$ cat config.mk
export PLATFORM = sky130hd
export DESIGN_NAME = npu_cmd_scheduler
export DESIGN_NICKNAME = d
export VERILOG_FILES = /design/src/rtl/npu_pkg.sv /design/src/rtl/npu_sched_fifo.sv /design/src/rtl/npu_cmd_scheduler.sv
export SDC_FILE = /design/constraint.sdc
export NUM_CORES = 1
export LEC_CHECK = 0
export ABC_AREA = 1
export BUFFER_PORTS_ARGS = -buffer_cell sky130_fd_sc_hd__buf_2
export CORE_MARGIN = 10
export CORE_UTILIZATION = 61
export DETAILED_ROUTE_END_ITERATION = 6
export GPL_TIMING_DRIVEN = 0
export MAX_ROUTING_LAYER = met4
export PLACE_DENSITY = 0.87
export SYNTH_ARGS = -nofsm -noshare
export SYNTH_HDL_FRONTEND = slang
export SYNTH_SLANG_ARGS = --single-unit
export TNS_END_PERCENT = 30
$ cat constraint.sdc
create_clock -name clk -period 3.4 [get_ports clk]
set_clock_uncertainty 0.2 [all_clocks]
set_input_delay 0.34 -clock clk [delete_from_list [all_inputs] [get_ports clk]]
set_output_delay 0.34 -clock clk [all_outputs]
set_load 0.02 [all_outputs]
$ cat src/rtl/npu_pkg.sv
// Shared command codes, op codes and queue entry types for the NPU command scheduler.
package npu_pkg;

   localparam logic [7:0] CMD_EXEC      = 8'h01;
   localparam logic [7:0] CMD_RD_STATUS = 8'h02;
   localparam logic [7:0] CMD_RD_RESULT = 8'h03;
   localparam logic [7:0] CMD_FLUSH     = 8'h04;

   typedef enum logic [2:0] {
      OP_NOP   = 3'd0,
      OP_LOAD  = 3'd1,
      OP_STORE = 3'd2,
      OP_MAC   = 3'd3,
      OP_ADD   = 3'd4,
      OP_RELU  = 3'd5,
      OP_CLR   = 3'd6,
      OP_SYNC  = 3'd7
   } npu_op_t;

   typedef struct packed {
      npu_op_t    op;
      logic [2:0] tile_i;
      logic [2:0] tile_j;
      logic [7:0] data;
   } sched_entry_t;

   typedef enum logic {
      IDLE = 1'b0,
      REQ  = 1'b1
   } sched_state_t;

   // Status byte only has room for a 3-bit occupancy field.
   function automatic logic [2:0] sat_cnt3(input int unsigned cnt);
      return (cnt > 32'd7) ? 3'd7 : cnt[2:0];
   endfunction

endpackage

$ cat src/rtl/npu_sched_fifo.sv
// Synchronous command queue of sched_entry_t with push, pop and flush.
module npu_sched_fifo
   import npu_pkg::*;
#(
   parameter  int DEPTH = 4,
   localparam int AW    = $clog2(DEPTH),
   localparam int CW    = AW + 1
) (
   input  logic          clk,
   input  logic          rst,
   input  logic          push,
   input  logic          pop,
   input  logic          flush,
   input  sched_entry_t  wr_entry,
   output sched_entry_t  rd_entry,
   output logic          full,
   output logic          empty,
   output logic [CW-1:0] count
);

   sched_entry_t  mem [DEPTH];
   logic [AW-1:0] wr_ptr;
   logic [AW-1:0] rd_ptr;
   logic          do_pop;
   logic          do_push;

   assign empty    = (count == '0);
   assign full     = (count == CW'(DEPTH));
   assign rd_entry = mem[rd_ptr];
   assign do_pop   = pop & ~empty;
   // A push into a full queue is accepted when the head leaves in the same cycle.
   assign do_push  = push & (~full | do_pop);

   always_ff @(posedge clk or posedge rst) begin
      if (rst) begin
         wr_ptr <= '0;
         rd_ptr <= '0;
         count  <= '0;
      end else if (flush) begin
         wr_ptr <= '0;
         rd_ptr <= '0;
         count  <= '0;
      end else begin
         if (do_push) wr_ptr <= wr_ptr + 1'b1;
         if (do_pop)  rd_ptr <= rd_ptr + 1'b1;
         case ({do_push, do_pop})
            2'b10:   count <= count + 1'b1;
            2'b01:   count <= count - 1'b1;
            default: count <= count;
         endcase
      end
   end

   always_ff @(posedge clk) begin
      if (do_push && !flush) mem[wr_ptr] <= wr_entry;
   end

endmodule

$ cat src/rtl/npu_cmd_scheduler.sv
// SPI frame decoder and tile-engine issue FSM; NPU_SCHED_TIMEOUT_EN adds a req/ack abort timer.
// state | meaning
// IDLE  | no op in flight; pops the queue head when one is waiting
// REQ   | eng_req high with the current op, waiting for eng_ack
module npu_cmd_scheduler
   import npu_pkg::*;
#(
   parameter int FIFO_DEPTH = 4,
   parameter int TIMEOUT    = 255
) (
   input  logic       clk,
   input  logic       rst,
   input  logic       spi_valid,
   input  logic [7:0] spi_cmd,
   input  logic [2:0] spi_tile_i,
   input  logic [2:0] spi_tile_j,
   input  logic [2:0] spi_op,
   input  logic [7:0] spi_data,
   output logic [7:0] spi_data_out,
   output logic       eng_req,
   output logic [2:0] eng_op,
   output logic [2:0] eng_tile_i,
   output logic [2:0] eng_tile_j,
   output logic [7:0] eng_wdata,
   input  logic       eng_ack,
   input  logic [7:0] eng_rdata,
   output logic       busy,
   output logic       err
);

   localparam int CW = $clog2(FIFO_DEPTH) + 1;

   if (FIFO_DEPTH < 2 || (FIFO_DEPTH & (FIFO_DEPTH - 1)) != 0 ||
       TIMEOUT < 1 || TIMEOUT > 256) begin : g_bad_param
      $error("npu_cmd_scheduler: FIFO_DEPTH must be a power of 2 >= 2, TIMEOUT in 1..256");
   end

   sched_state_t  state;
   logic [2:0]    vsync;
   logic          strobe;
   logic          is_exec, is_status, is_result, is_flush, is_ill;
   logic          pop, ovf;
   logic          fifo_full, fifo_empty;
   logic [CW-1:0] fifo_cnt;
   sched_entry_t  wr_entry, rd_entry;
   logic          err_ill, err_ovf, err_to;
   logic [7:0]    result_reg;
   logic [7:0]    status_byte;

   // Two flops synchronise, the third keeps history for the rising-edge strobe.
   always_ff @(posedge clk or posedge rst) begin
      if (rst) vsync <= '0;
      else     vsync <= {vsync[1:0], spi_valid};
   end
   assign strobe = vsync[1] & ~vsync[2];

   always_comb begin
      is_exec   = 1'b0;
      is_status = 1'b0;
      is_result = 1'b0;
      is_flush  = 1'b0;
      is_ill    = 1'b0;
      if (strobe) begin
         case (spi_cmd)
            CMD_EXEC:      is_exec   = 1'b1;
            CMD_RD_STATUS: is_status = 1'b1;
            CMD_RD_RESULT: is_result = 1'b1;
            CMD_FLUSH:     is_flush  = 1'b1;
            default:       is_ill    = 1'b1;
         endcase
      end
   end

   assign wr_entry = '{op: npu_op_t'(spi_op), tile_i: spi_tile_i, tile_j: spi_tile_j, data: spi_data};
   assign pop      = (state == IDLE) & ~fifo_empty;
   assign ovf      = is_exec & fifo_full & ~pop;

   npu_sched_fifo #(.DEPTH(FIFO_DEPTH)) u_fifo (
      .clk      (clk),
      .rst      (rst),
      .push     (is_exec),
      .pop      (pop),
      .flush    (is_flush),
      .wr_entry (wr_entry),
      .rd_entry (rd_entry),
      .full     (fifo_full),
      .empty    (fifo_empty),
      .count    (fifo_cnt)
   );

   assign busy        = (state == REQ) | ~fifo_empty;
   assign err         = err_ill | err_ovf | err_to;
   assign status_byte = {err_ill, err_ovf, err_to, busy, fifo_full, sat_cnt3(32'(fifo_cnt))};

   always_ff @(posedge clk or posedge rst) begin
      if (rst) begin
         spi_data_out <= '0;
         err_ill      <= 1'b0;
         err_ovf      <= 1'b0;
      end else begin
         if (is_status) begin
            spi_data_out <= status_byte;
            err_ill      <= 1'b0;
            err_ovf      <= 1'b0;
         end
         if (is_result) spi_data_out <= result_reg;
         if (is_ill)    err_ill <= 1'b1;
         if (ovf)       err_ovf <= 1'b1;
      end
   end

`ifdef NPU_SCHED_TIMEOUT_EN
   logic [7:0] to_cnt;

   always_ff @(posedge clk or posedge rst) begin
      if (rst) begin
         state      <= IDLE;
         eng_req    <= 1'b0;
         eng_op     <= '0;
         eng_tile_i <= '0;
         eng_tile_j <= '0;
         eng_wdata  <= '0;
         result_reg <= '0;
         to_cnt     <= '0;
         err_to     <= 1'b0;
      end else begin
         // A timeout landing on a status read stays set so it is not lost.
         if (is_status) err_to <= 1'b0;
         case (state)
            IDLE: if (pop) begin
               state      <= REQ;
               eng_req    <= 1'b1;
               eng_op     <= rd_entry.op;
               eng_tile_i <= rd_entry.tile_i;
               eng_tile_j <= rd_entry.tile_j;
               eng_wdata  <= rd_entry.data;
               to_cnt     <= 8'(TIMEOUT - 1);
            end
            REQ: if (eng_ack) begin
               state      <= IDLE;
               eng_req    <= 1'b0;
               result_reg <= eng_rdata;
            end else if (to_cnt == 8'd0) begin
               state      <= IDLE;
               eng_req    <= 1'b0;
               result_reg <= 8'hFF;
               err_to     <= 1'b1;
            end else begin
               to_cnt <= to_cnt - 8'd1;
            end
         endcase
      end
   end
`else
   assign err_to = 1'b0;

   always_ff @(posedge clk or posedge rst) begin
      if (rst) begin
         state      <= IDLE;
         eng_req    <= 1'b0;
         eng_op     <= '0;
         eng_tile_i <= '0;
         eng_tile_j <= '0;
         eng_wdata  <= '0;
         result_reg <= '0;
      end else begin
         case (state)
            IDLE: if (pop) begin
               state      <= REQ;
               eng_req    <= 1'b1;
               eng_op     <= rd_entry.op;
               eng_tile_i <= rd_entry.tile_i;
               eng_tile_j <= rd_entry.tile_j;
               eng_wdata  <= rd_entry.data;
            end
            REQ: if (eng_ack) begin
               state      <= IDLE;
               eng_req    <= 1'b0;
               result_reg <= eng_rdata;
            end
         endcase
      end
   end
`endif

endmodule

==> metrics.md <==
| Metric | Value |
|---|---|
| Worst-skew pair later-pin latency | about 0.52 ns |
| Boundary Pins | 65 |
| Final instance area | 0.00613 mm² |
| Max Cap Violations | 0 |
| Max reg flops | 68 |
| Gr ovfl total | 0 |
| Worst VDD drop | 0.000619 V |
| Crit Reg-Reg Endpoint | u_fifo.count[2] |
| DP Wirelength | around 7200 µm |
| Core ar. | 0.00737 mm² |
| Compound-cell area share of the yosys netlist | 8.06% |
| Mapped Cells | roughly 420 |
| H-tree levels | 4 |
| Crit path buffers/inverters | 4 |
| Diodes inserted | 0 |
| Detailed-route via count | around 3,700 |
| Synth Area in Adders | between 1 and 1.5% |
| Pleak | roughly 0.0026 µW |
| Pin count of the biggest net entering global routing | 30 |
| Largest family of logic cells by synthesized area | simple AND/OR/NAND/NOR gates |
| Setup_tns | 0 ns |
| Via-to-Cell Ratio | ~5.7 |
| CTS tree | done |
| Die X-Extent | 108 µm |
| Sinks on Clock Net | approximately 120 |
| Drt first-iter violations | 338 |
| Worst EP arrival | about 2.4 ns |
| Critical path launch point | spi_cmd[0] |
| Vias in the first global route | just under 4,000 |
| Dominant cell type by area after synthesis | edfxtp_1 |
| Critical path cell sequence | dlygate4sd3_1, buf_6, inv_2, nor2_2, nand2_1, nor2_4, nand3_2, nor2_2, buf_6 |
| Die ar. | between 0.01 and 0.015 mm² |
| Slew at the pin with the worst max-slew slack | 0.573 ns |
| CP top delay family | simple AND/OR/NAND/NOR gates |
| Synth Warn # | 0 |
| GPL Wtd Cong | just over 0.8 |
| Finished Core Util | about 83% |
| Slowest stage cell on the critical path | dlygate4sd3_1 |
| Initial core utilization | between 60% and 70% |
| GRT Total Usage | between 20% and 30% |
| Critical Path End | u_fifo.mem[0][8] |
| Clock root cell | clkbuf_8 |
| Most frequent cells in the layout | nor2_1, buf_2, edfxtp_1, dfrtp_1 |
| RSZ-0062 raised after global routing | no |
| Startpoint Class | primary input |
| Row count | 31 |
| Sequential share of the synthesized area | between 60 and 70% |
| Synth top area cells | edfxtp_1, dfrtp_1, nor2_1, o21ai_0, nand2_1 |
| Biggest register | u_fifo.mem |
| Syn-to-layout area delta | 30.2% |
| Dpl cell area | roughly 0.0052 mm² |
| Top achievable clock speed | around 420 MHz |
| Crit path capture type | register |
| Status | complete, no violations |
| Number of port buffers | 63 |
| Synth Area in Simple Gates | around 17% |
| Slew Limit Headroom | slightly above 60% |
| Mux share of post-synthesis cell area | 0% |
| Mean Syn Cell Area | about 11 µm² |
| Commonest non-fill, non-tap cell in the layout | nor2_1 |
| Post-synth EDFFs | 68 |
| DIE HEIGHT | 108 µm |
| Antenna viol nets, final | 0 |
| Flop2flop setup slack | 1.15 ns |
| R2r worst-path depth | 11 |
| Share of the synthesized area in the top cell type | between 40% and 50% |
| Xor/xnor share of the synthesized area | less than 1% |
| Synthesis-stage register bit count | approximately 120 |
| PwrDens | 867 mW/mm² |
| CTS Buffer Depth | 2 |
| Drc violations | 0 |
| Final setup fails | 0 |
| CTS resizes | 0 |
| Share of cells above drive strength 1 | 25.6% |
| Average wire per standard cell | 19.9 µm |
| Syn_nets | approximately 460 |
| Tmin final | 2.35 ns |
| Final period utilization | 69.2% |
| Max-slew violations | 0 |
| Unique masters post-synth | 32 |
| Nets | roughly 580 |
| Largest stage delay on the critical path | 0.55 ns |
| Initial antenna violation count | 0 |
| Worst path depth | 9 |
| Critical path type | primary input to register |
| Crit Path Max Fanout | 9 |
| CTS buffer count | 17 |
| Critical Path RT | 3.42 ns |
| First-pass GRT wire length | 20,300 µm |
| Predominant post-synthesis flop cell | edfxtp_1 |
| Async S/R FF share, synth | around two fifths |
| Synthesized cell area | around 0.0047 mm² |
| Drt pass-1 iters | 5 |
| Reg2reg start | vsync[2] |
| Hold WC Path Type | register to register |
| Register clock-pin slew on the reported worst setup and hold paths | around 0.050 ns |
| Final hold vios | 0 |
| Final wirelength | approximately 13,000 µm |
## layout make-up
| cell class | instances | area (µm²) |
|---|---|---|
| Timing Repair Buffer | 97 | 682 |
| Sequential cell | 115 | 3220 |
| Clock inverter | 14 | 179 |
| Multi-Input combinational cell | 257 | 1270 |
| Tap cell | 99 | 124 |
| Fill cell | 382 | 1240 |
| Clock buffer | 18 | 428 |
| Buffer | 16 | 115 |
| Inverter | 29 | 114 |
## metal layers
layer  track usage [%]  vias to the layer above  wire (µm)
li1                  -                     1648          -
met1              24.5                     1751       4680
met2              41.1                      246       6590
met3              6.89                       40       1140
met4              10.9                        0        450
met5                 -                        -          0
## cell usage after synthesis (4+ instances only)
library cell  instances
buf_2                 5
inv_1                23
o21ai_1               7
dfrtp_1              47
nand2_1              39
inv_2                 4
nor2_4                5
a31oi_1              17
nand3_1               9
edfxtp_1             68
o21ai_0              39
nor2_1              110
ha_1                  4
nand2_2               5
clkbuf_1              5
## worst reg2reg max path: cells and delay by family (launching register included)
kind | cells | cell delay, ns
xor gates and xnor gates | 1 | 0.22
adders and majority gates | 1 | 0.37
buffers and inverters | 2 | 0.13
DFF | 1 | 0.39
and+or+nand+nor | 7 | 0.82
## metrics by stage
step           instances  total power [µW]  hold slack [ns]  setup slack [ns]
2_1_floorplan        417              2910            0.131              1.15
3_3_place_gp         579              3320            0.134             0.458
5_1_grt              645              5560            0.175             0.939
6_report             645              5310            0.151              1.05
4_1_cts              645              5260            0.135              1.09
3_5_place_dp         584              3410            0.143              1.08
## cell families after synthesis
| logic type | Yosys count |
|---|---|
| and+or+nand+nor | 181 |
| DFF | 115 |
| xor gates and xnor gates | 1 |
| AOI/OAI and AO/OA | 70 |
| adders and majority gates | 5 |
| buffers and inverters | 45 |
## what timing repair did
action / CTS / global route
hold endpoints to repair: 112 / 0
buffers inserted: 0 / 0
hold buffers: 29 / 0
## worst min-delay path by stage
stage               cells after the start  startpoint  slack, ns        to
finish                                  0    vsync[0]       0.15  vsync[1]
global route                            0    vsync[0]       0.17  vsync[1]
CTS                                     6  spi_cmd[1]       0.14   err_ovf
detailed placement                      0    vsync[0]       0.14  vsync[1]
global placement                        0    vsync[0]       0.13  vsync[1]
floorplan                               0    vsync[0]       0.13  vsync[1]
## where the power goes
part	internal, µW	total [µW]	switching (µW)
logic	567	1670	1100
registers	1690	1840	146
clock network	1140	1800	662
(Power assumes the default switching activity.)
